<file path="src/rtl/vga_img_pkg.sv">
// Shared definitions for the VGA image path.
// Holds the row-writer FSM state type, the default word and row widths,
// and the layout of the 8-bit RAM word address {bank, row_idx[5:0], half}.
// packAddr builds that address from its three fields.
package vga_img_pkg;

  localparam int WORD_W_DEF = 32;
  localparam int ROW_W_DEF  = 2 * WORD_W_DEF;
  localparam int ADDR_W     = 8;
  localparam int ADDR_IDX_W = 6;

  typedef enum logic [1:0] {
    ST_IDLE  = 2'd0,
    ST_WR_LO = 2'd1,
    ST_WR_HI = 2'd2
  } wrState_t;

  function automatic logic [ADDR_W-1:0] packAddr(
    input logic                  bank,
    input logic [ADDR_IDX_W-1:0] idx,
    input logic                  half
  );
    return {bank, idx, half};
  endfunction

endpackage

</file>
<file path="src/rtl/row_ram_writer.sv">
// row_ram_writer
// Takes one edge-detected pixel row per transfer from the coprocessor and
// writes it into an external frame RAM as two words, low half first.
// Every output comes straight from a register.
//
// Ports:
//   clk        : system clock, rising edge
//   reset      : synchronous, active-high reset
//   row_data   : ROW_W-bit pixel row
//   row_sof    : row_data is row 0 of a new frame
//   row_valid  : row_data/row_sof valid
//   row_ready  : a row is accepted this cycle when row_valid is also high
//   wr_data    : RAM write data (WORD_W bits)
//   wr_addr    : RAM word address {bank, row_idx, half}
//   wr_en      : RAM write strobe
//   frame_done : one-cycle pulse after the last row of a frame is written
//   disp_bank  : bank the VGA reader should display
//
// Configuration macro FRAME_DOUBLE_BUFFER_EN: when defined, the write bank
// flips after every completed frame and disp_bank points at the other bank.
// When it is not defined, both banks stay at 0.
module row_ram_writer
  import vga_img_pkg::*;
#(
  parameter int ROWS   = 64,
  parameter int ROW_W  = ROW_W_DEF,
  parameter int WORD_W = WORD_W_DEF
) (
  input  logic              clk,
  input  logic              reset,
  input  logic [ROW_W-1:0]  row_data,
  input  logic              row_sof,
  input  logic              row_valid,
  output logic              row_ready,
  output logic [WORD_W-1:0] wr_data,
  output logic [ADDR_W-1:0] wr_addr,
  output logic              wr_en,
  output logic              frame_done,
  output logic              disp_bank
);

  localparam int IDX_W = $clog2(ROWS);

  wrState_t          r_state, w_nextState;
  logic [ROW_W-1:0]  r_row, w_row;
  logic [IDX_W-1:0]  r_rowIdx, w_rowIdx;
  logic              r_wbank, w_wbank;
  logic              r_dispBank, w_dispBank;
  logic              r_wrEn, w_wrEn;
  logic [WORD_W-1:0] r_wrData, w_wrData;
  logic [ADDR_W-1:0] r_wrAddr, w_wrAddr;
  logic              r_frameDone, w_frameDone;
  logic              r_rowReady, w_rowReady;

  logic              w_accept;
  logic              w_frameEnd;
  logic [IDX_W-1:0]  w_idxAfter;
  logic [IDX_W-1:0]  w_acceptIdx;

  // Ready is a register rather than a decode of the state so that it is
  // held low through reset and rises on the first clock after it.
  assign w_accept   = row_valid && r_rowReady;

  // Leaving WR_HI finishes the current row; the index (and, at the last
  // row, the frame) advance on that same edge, so a row accepted in
  // WR_HI must already be addressed with the advanced values.
  assign w_frameEnd = (r_state == ST_WR_HI) && (r_rowIdx == IDX_W'(ROWS - 1));
  assign w_idxAfter = (r_state == ST_WR_HI) ? r_rowIdx + IDX_W'(1) : r_rowIdx;

  // A start-of-frame row always lands at row 0, dropping any partial frame.
  assign w_acceptIdx = row_sof ? '0 : w_idxAfter;

  // Next-state and next-register values; everything holds unless changed.
  always_comb begin
    w_nextState = r_state;
    w_row       = r_row;
    w_rowIdx    = r_rowIdx;
    w_wbank     = r_wbank;
    w_dispBank  = r_dispBank;
    w_wrEn      = 1'b0;
    w_wrData    = r_wrData;
    w_wrAddr    = r_wrAddr;
    w_frameDone = 1'b0;

    if (w_frameEnd) begin
      w_frameDone = 1'b1;
`ifdef FRAME_DOUBLE_BUFFER_EN
      w_wbank    = ~r_wbank;
      w_dispBank = r_wbank;
`endif
    end

    case (r_state)
      ST_WR_LO: begin
        w_wrEn      = 1'b1;
        w_wrData    = r_row[ROW_W-1:WORD_W];
        w_wrAddr    = packAddr(r_wbank, ADDR_IDX_W'(r_rowIdx), 1'b1);
        w_nextState = ST_WR_HI;
      end
      default: begin
        if (w_accept) begin
          w_row       = row_data;
          w_rowIdx    = w_acceptIdx;
          w_wrEn      = 1'b1;
          w_wrData    = row_data[WORD_W-1:0];
          w_wrAddr    = packAddr(w_wbank, ADDR_IDX_W'(w_acceptIdx), 1'b0);
          w_nextState = ST_WR_LO;
        end else begin
          w_rowIdx    = w_idxAfter;
          w_nextState = ST_IDLE;
        end
      end
    endcase

    w_rowReady = (w_nextState != ST_WR_LO);
  end

  // State and output registers; reset discards any latched row.
  always_ff @(posedge clk) begin
    if (reset) begin
      r_state     <= ST_IDLE;
      r_row       <= '0;
      r_rowIdx    <= '0;
      r_wbank     <= 1'b0;
      r_dispBank  <= 1'b0;
      r_wrEn      <= 1'b0;
      r_wrData    <= '0;
      r_wrAddr    <= '0;
      r_frameDone <= 1'b0;
      r_rowReady  <= 1'b0;
    end else begin
      r_state     <= w_nextState;
      r_row       <= w_row;
      r_rowIdx    <= w_rowIdx;
      r_wbank     <= w_wbank;
      r_dispBank  <= w_dispBank;
      r_wrEn      <= w_wrEn;
      r_wrData    <= w_wrData;
      r_wrAddr    <= w_wrAddr;
      r_frameDone <= w_frameDone;
      r_rowReady  <= w_rowReady;
    end
  end

  assign row_ready  = r_rowReady;
  assign wr_data    = r_wrData;
  assign wr_addr    = r_wrAddr;
  assign wr_en      = r_wrEn;
  assign frame_done = r_frameDone;
  assign disp_bank  = r_dispBank;

endmodule
</file>
<file path="config.mk">
export PLATFORM = sky130hd
export DESIGN_NAME = row_ram_writer
export DESIGN_NICKNAME = d
export VERILOG_FILES = /design/src/rtl/vga_img_pkg.sv /design/src/rtl/row_ram_writer.sv
export SDC_FILE = /design/constraint.sdc
export NUM_CORES = 1
export LEC_CHECK = 0
export ABC_AREA = 1
export CAP_MARGIN = 5
export CORE_MARGIN = 10
export CORE_UTILIZATION = 30
export CTS_CLUSTER_SIZE = 30
export DETAILED_ROUTE_END_ITERATION = 8
export SETUP_SLACK_MARGIN = 0.1
export SYNTH_ARGS = -nofsm -noshare
export SYNTH_HDL_FRONTEND = slang
export SYNTH_SLANG_ARGS = --single-unit
export TNS_END_PERCENT = 30
</file>
<file path="constraint.sdc">
create_clock -name clk -period 1.4 [get_ports clk]
set_input_delay 0.28 -clock clk [delete_from_list [all_inputs] [get_ports clk]]
set_output_delay 0.28 -clock clk [all_outputs]
set_load 0.005 [all_outputs]
</file>
==> results of run 1 <==
-- flip-flops by register name, summed over array words and instances (netlist names) --
register,count
row_ready,1
wr_en,1
r_rowIdx,6
frame_done,1
wr_addr,7
r_row,32
r_state,2
wr_data,32
-- routing by layer --
| metal | wire length, um | vias up |
|---|---|---|
| met5 | 0 | - |
| li1 | - | 1581 |
| met4 | 129 | 0 |
| met3 | 662 | 9 |
| met1 | 4240 | 1427 |
| met2 | 5000 | 66 |
-- layout by cell type, fill, tap and decap left out, drive strengths merged --
cell type / synthesis / final
dlymetal6s2s: 0 / 1
nor3: 1 / 1
inv: 56 / 58
ha: 1 / 1
clkinvlp: 0 / 2
clkdlybuf4s50: 0 / 66
clkbuf: 7 / 12
a22o: 12 / 12
a31oi: 3 / 3
conb: 1 / 2
buf: 15 / 21
clkinv: 1 / 4
a21oi: 12 / 12
nand2: 141 / 141
nor2: 10 / 10
o211ai: 19 / 19
dlygate4sd2: 0 / 42
o21ai: 25 / 25
dfxtp: 82 / 82
nand3: 33 / 33
-- Yosys cell counts, types with 2 or more instances --
library cell  count  area, um2
buf_4             7       52.6
a22o_1           12        105
dfxtp_1          82       1640
o21ai_0          24        120
nand2_2           3       18.8
o211ai_1         19        143
inv_2             4       15.0
a21oi_1          12       60.1
clkbuf_1          7       26.3
buf_6             2       22.5
a31oi_1           3       18.8
nor2_2            3       18.8
buf_2             6       30.0
nor2_1            5       18.8
inv_1            52        195
nor2_4            2       22.5
nand3_1          33        165
nand2_1         137        514
-- critical path, delay by kind of cell (launching register included) --
kind                   cells  cell delay (ns)
buffers and inverters      3             0.32
AOI/OAI and AO/OA          1             0.10
DFF                        1             0.38
and+or+nand+nor            5             0.38
-- cell families after synthesis --
group           synth area share [%]
compound gates                  14.0
fa+ha+maj                      0.387
buf+inv                         10.7
flops                           50.8
other cells                    0.116
simple gates                    24.0
-- stage by stage --
stage          total power (W)  hold WS [ns]
6_report               0.00475         0.430
3_5_place_dp           0.00320         0.459
4_1_cts                0.00472         0.472
3_3_place_gp           0.00319         0.449
2_1_floorplan          0.00278         0.372
5_1_grt                0.00499         0.450
-- report_power, final --
| part | internal [W] | leakage (nW) | switching, W | total, W |
|---|---|---|---|---|
| clock | 0.000654 | 0.0860 | 0.000910 | 0.00156 |
| sequential | 0.00243 | 0.671 | 0.0000482 | 0.00248 |
| combinational | 0.000396 | 1.43 | 0.000309 | 0.000705 |
-- final cells by class --
| class | count | area (um2) |
|---|---|---|
| clock buffer | 9 | 124 |
| clock inverter | 7 | 51.3 |
| fill | 1078 | 5540 |
| inverter | 57 | 219 |
| multi-input combinational | 259 | 1310 |
| sequential | 82 | 1650 |
| tap | 136 | 170 |
| timing repair buffer | 133 | 1350 |
-- worst paths after layout --
check,start,endpoint,slack (ns)
min reg2reg,r_row[58],wr_data[26],0.46
max reg2reg,r_state[0],wr_addr[3],0.11
max,r_state[0],wr_addr[3],0.11
min,row_valid,wr_addr[0],0.43
-- what timing repair did --
action                                  in CTS  in global routing
endpoints found under the setup margin      52                 72
gates resized for setup                     49                 30
buffers inserted                             0                  2
pin swaps                                    1                  8
cloned                                       0                  3
==> reports/qor.csv, run 1 <==
metric;value;unit
grt_max_degree;27;
ir_worst_vdd;415;uV
outcome;complete, no violations;
grt_pass1_wl;16.0;mm
p_leak;2.19;nW
fmax;778;MHz
wirelength;10.0;mm
final_area;4880;um2
ant_nets;0;
powerDensity;973;nW/um2
cts_buffers;9;
hpwl;7.26;mm
n_antenna_cell;0;
reg2reg_depth;9;
critPathCaptureType;flip-flop;
nets;611;
coreArea;10400;um2
cts_tree;built;
io_pins;112;
synth_ff_type;dfxtp_1;
insertion_delay;0.35;ns
gp_congestion;0.807;
postSynthCellCount;419;
start_util;31.0;%
slowest_delay;0.38;ns
crit_path_start_kind;flip-flop;
postPlaceCellArea;4560;um2
met2_usage;22.6;%
dr.pass1.iters;4;
fp.dieH;124;um
drv_slew;0;
ys_seq_elements;82;
rows;37;
fin_crit_sh;91.8;%
crit_chain;inv_4 -> nor2_4 -> nor2_4 -> buf_12 -> buf_12 -> nand2_2 -> nand2_2 -> a21oi_2 -> nor2_1;
holdPathStages;5;
yosys.cell_types.count;24;
synth_edf_count;0;
rsz0062_at_grt;true;
grt_remaining_overflow;0;
synthToLayoutAreaGrowth;51.1;%
path_max_fanout;6;
wl_per_cell;14.7;um
final_util;46.8;%
initialDrtViolationCount;121;
cts_htree_levels;3;
layout-drive-gt1-share;14.1;%
arrival;1.53;ns
yosys_warnings;0;
worstPathRequired;1.65;ns
die_w;124;um
vias;3083;
async_flop_share;0;%
syn_area;3230;um2
setup_viol;0;
hold_path_class;input port to flip-flop;
root_buffer;clkbuf_8;
gr-max-usage-layer;met2;
drc;0;
grtUsageMet1;14.4;%
maxCapViolCount;0;
layoutNonFillerInstCount;683;
setup_ws;0.115;ns
timing_worst_setup_path_type;flip-flop to flip-flop;
routed_via_density;4.51;
cts_sinks;82;
gr-usage-all-layers;13.0;%
timing.final.hold_violations;0;
synth.yosys.seq_area_share;50.8;%
path_clk_slew;0.09;ns
io_buffers;109;
cts.path.max_buffers;2;
place_ws;-0.302;ns
grt_pass1_vias;3284;
cpMaxStageDelayCell;dfxtp_4;
ctsHoldBuffers;0;
tns;0;ns
fin_crit;1.29;ns
dpl.cell_count;662;
grt_use_met3;4.75;%
antenna_found_initial;0;
syn_area_per_cell;7.71;um2
die_area;15300;um2
skew;0.0163;ns
Note: power is estimated with default switching activity, not from simulation.
==> run 2: changes to the inputs <==
--- a/config.mk
+++ b/config.mk
@@ -9,9 +9,11 @@
 export CAP_MARGIN = 5
 export CORE_MARGIN = 10
 export CORE_UTILIZATION = 30
+export CTS_CLUSTER_DIAMETER = 80
 export CTS_CLUSTER_SIZE = 30
 export DETAILED_ROUTE_END_ITERATION = 8
 export SETUP_SLACK_MARGIN = 0.1
+export SLEW_MARGIN = 20
 export SYNTH_ARGS = -nofsm -noshare
 export SYNTH_HDL_FRONTEND = slang
 export SYNTH_SLANG_ARGS = --single-unit
==> results of run 2 <==
The final DEF is identical to that of run 1; final timing and power are the same.
==> run 3: changes to the inputs <==
--- a/config.mk
+++ b/config.mk
@@ -8,10 +8,11 @@
 export ABC_AREA = 1
 export CAP_MARGIN = 5
 export CORE_MARGIN = 10
-export CORE_UTILIZATION = 30
+export CORE_UTILIZATION = 45
 export CTS_CLUSTER_DIAMETER = 80
 export CTS_CLUSTER_SIZE = 30
 export DETAILED_ROUTE_END_ITERATION = 8
+export PLACE_DENSITY = 0.8
 export SETUP_SLACK_MARGIN = 0.1
 export SLEW_MARGIN = 20
 export SYNTH_ARGS = -nofsm -noshare
==> reports/qor.csv, run 3 (synthesized netlist as in run 1, its figures left out) <==
metric;value;unit
timing_worst_setup_path_type;input port to flip-flop;
initialDrtViolationCount;121;
wl_met1;3.78;mm
layout-drive-gt1-share;10.5;%
insertion_delay;0.33;ns
timing.final.hold_violations;0;
fin_crit_sh;90.1;%
wirelength;9.00;mm
fin_crit;1.26;ns
antenna_found_initial;0;
top_layer;met4;
synthToLayoutAreaGrowth;44.5;%
grt_pass1_vias;3116;
io_pins;112;
cts_htree_levels;3;
dr_wl_met2;4.57;mm
worstPathRequired;1.65;ns
cts_sinks;82;
hpwl;6.75;mm
ant_nets;0;
hold_path_class;flip-flop to flip-flop;
rsz0062_at_grt;true;
fp.dieH;105;um
cts.path.max_buffers;2;
setup_viol;0;
hold_slack;0.472;ns
layoutNonFillerInstCount;639;
path_max_fanout;26;
arrival;1.51;ns
start_util;47.0;%
vias;3073;
grt_max_degree;27;
root_buffer;clkbuf_8;
crit_path_start_kind;input port;
dr.pass1.iters;4;
routed_via_density;4.81;
drc;0;
io_buffers;109;
coreArea;6870;um2
r2r_slack;0.16;ns
die_area;11000;um2
final_cell_mix;135 x nand2_1, 78 x dfxtp_1, 67 x clkdlybuf4s50_1;
ir_worst_vdd;692;uV
critPathCaptureType;flip-flop;
drv_slew;0;
p_leak;2.11;nW
gr-usage-all-layers;15.9;%
grt_remaining_overflow;0;
met3_length;517;um
n_antenna_cell;0;
dpl.cell_count;620;
postPlaceCellArea;4480;um2
skew;0.00676;ns
nets;607;
path_clk_slew;0.08;ns
final_common_cell;nand2_1;
wl_per_cell;14.1;um
rows;30;
final_area;4670;um2
grt_pass1_wl;14.7;mm
maxCapViolCount;0;
gp_congestion;0.825;
cts_buffers;9;
power;0.00460;W
outcome;complete, no violations;
cts_tree;built;
die_w;105;um
powerDensity;986;nW/um2
fmax;793;MHz
[run 3: timing repair]
item,CTS,global route
gates cloned,0,2
setup endpoints to repair,50,67
pin swaps,0,1
gates resized for setup,46,9
hold buffers,0,0
setup buffers,0,1
[run 3: layer usage]
metal / up-vias / track usage [%]
met3: 8 / 4.91
met4: 0 / 5.10
met2: 79 / 27.9
li1: 1567 / -
met5: - / 0
met1: 1419 / 18.1
[run 3: worst paths after layout]
check                           startpoint          end  cells past startpoint
worst max-delay path             row_valid  wr_data[13]                      8
worst min-delay path            wr_addr[0]   wr_addr[0]                      2
worst max register to register  r_state[1]   wr_addr[6]                      7
worst min register to register  wr_addr[0]   wr_addr[0]                      2
[run 3: power by group]
| part | switching (W) | internal [W] |
|---|---|---|
| Sequential | 0.0000463 | 0.00243 |
| Clock | 0.000848 | 0.000637 |
| Combinational | 0.000282 | 0.000355 |
| Total | 0.00118 | 0.00343 |
[run 3: layout make-up]
type                       count  area, um2
multi-input combinational    259       1260
timing repair buffer         129       1250
inverter                      57        214
fill                         605       2200
tap                           96        120
clock inverter                 7       46.3
sequential                    82       1650
clock buffer                   9        124
[run 3: per-stage QoR]
stage	util, %	worst slack (ns)	TNS, ns
2_1_floorplan	-	0.228	0
3_3_place_gp	65.2	-0.193	-12.18
5_1_grt	67.9	0.0556	0
4_1_cts	67.0	0.112	0
6_report	67.9	0.139	0
3_5_place_dp	65.2	-0.278	-14.90
[run 3: critical path, stage by stage]
cell and delay (ns):
clkdlybuf4s50_1 0.47, nand2_2 0.08, nor2_2 0.20, nand2_2 0.07, inv_2 0.10, buf_12 0.17
nand2_1 0.06, o211ai_1 0.08
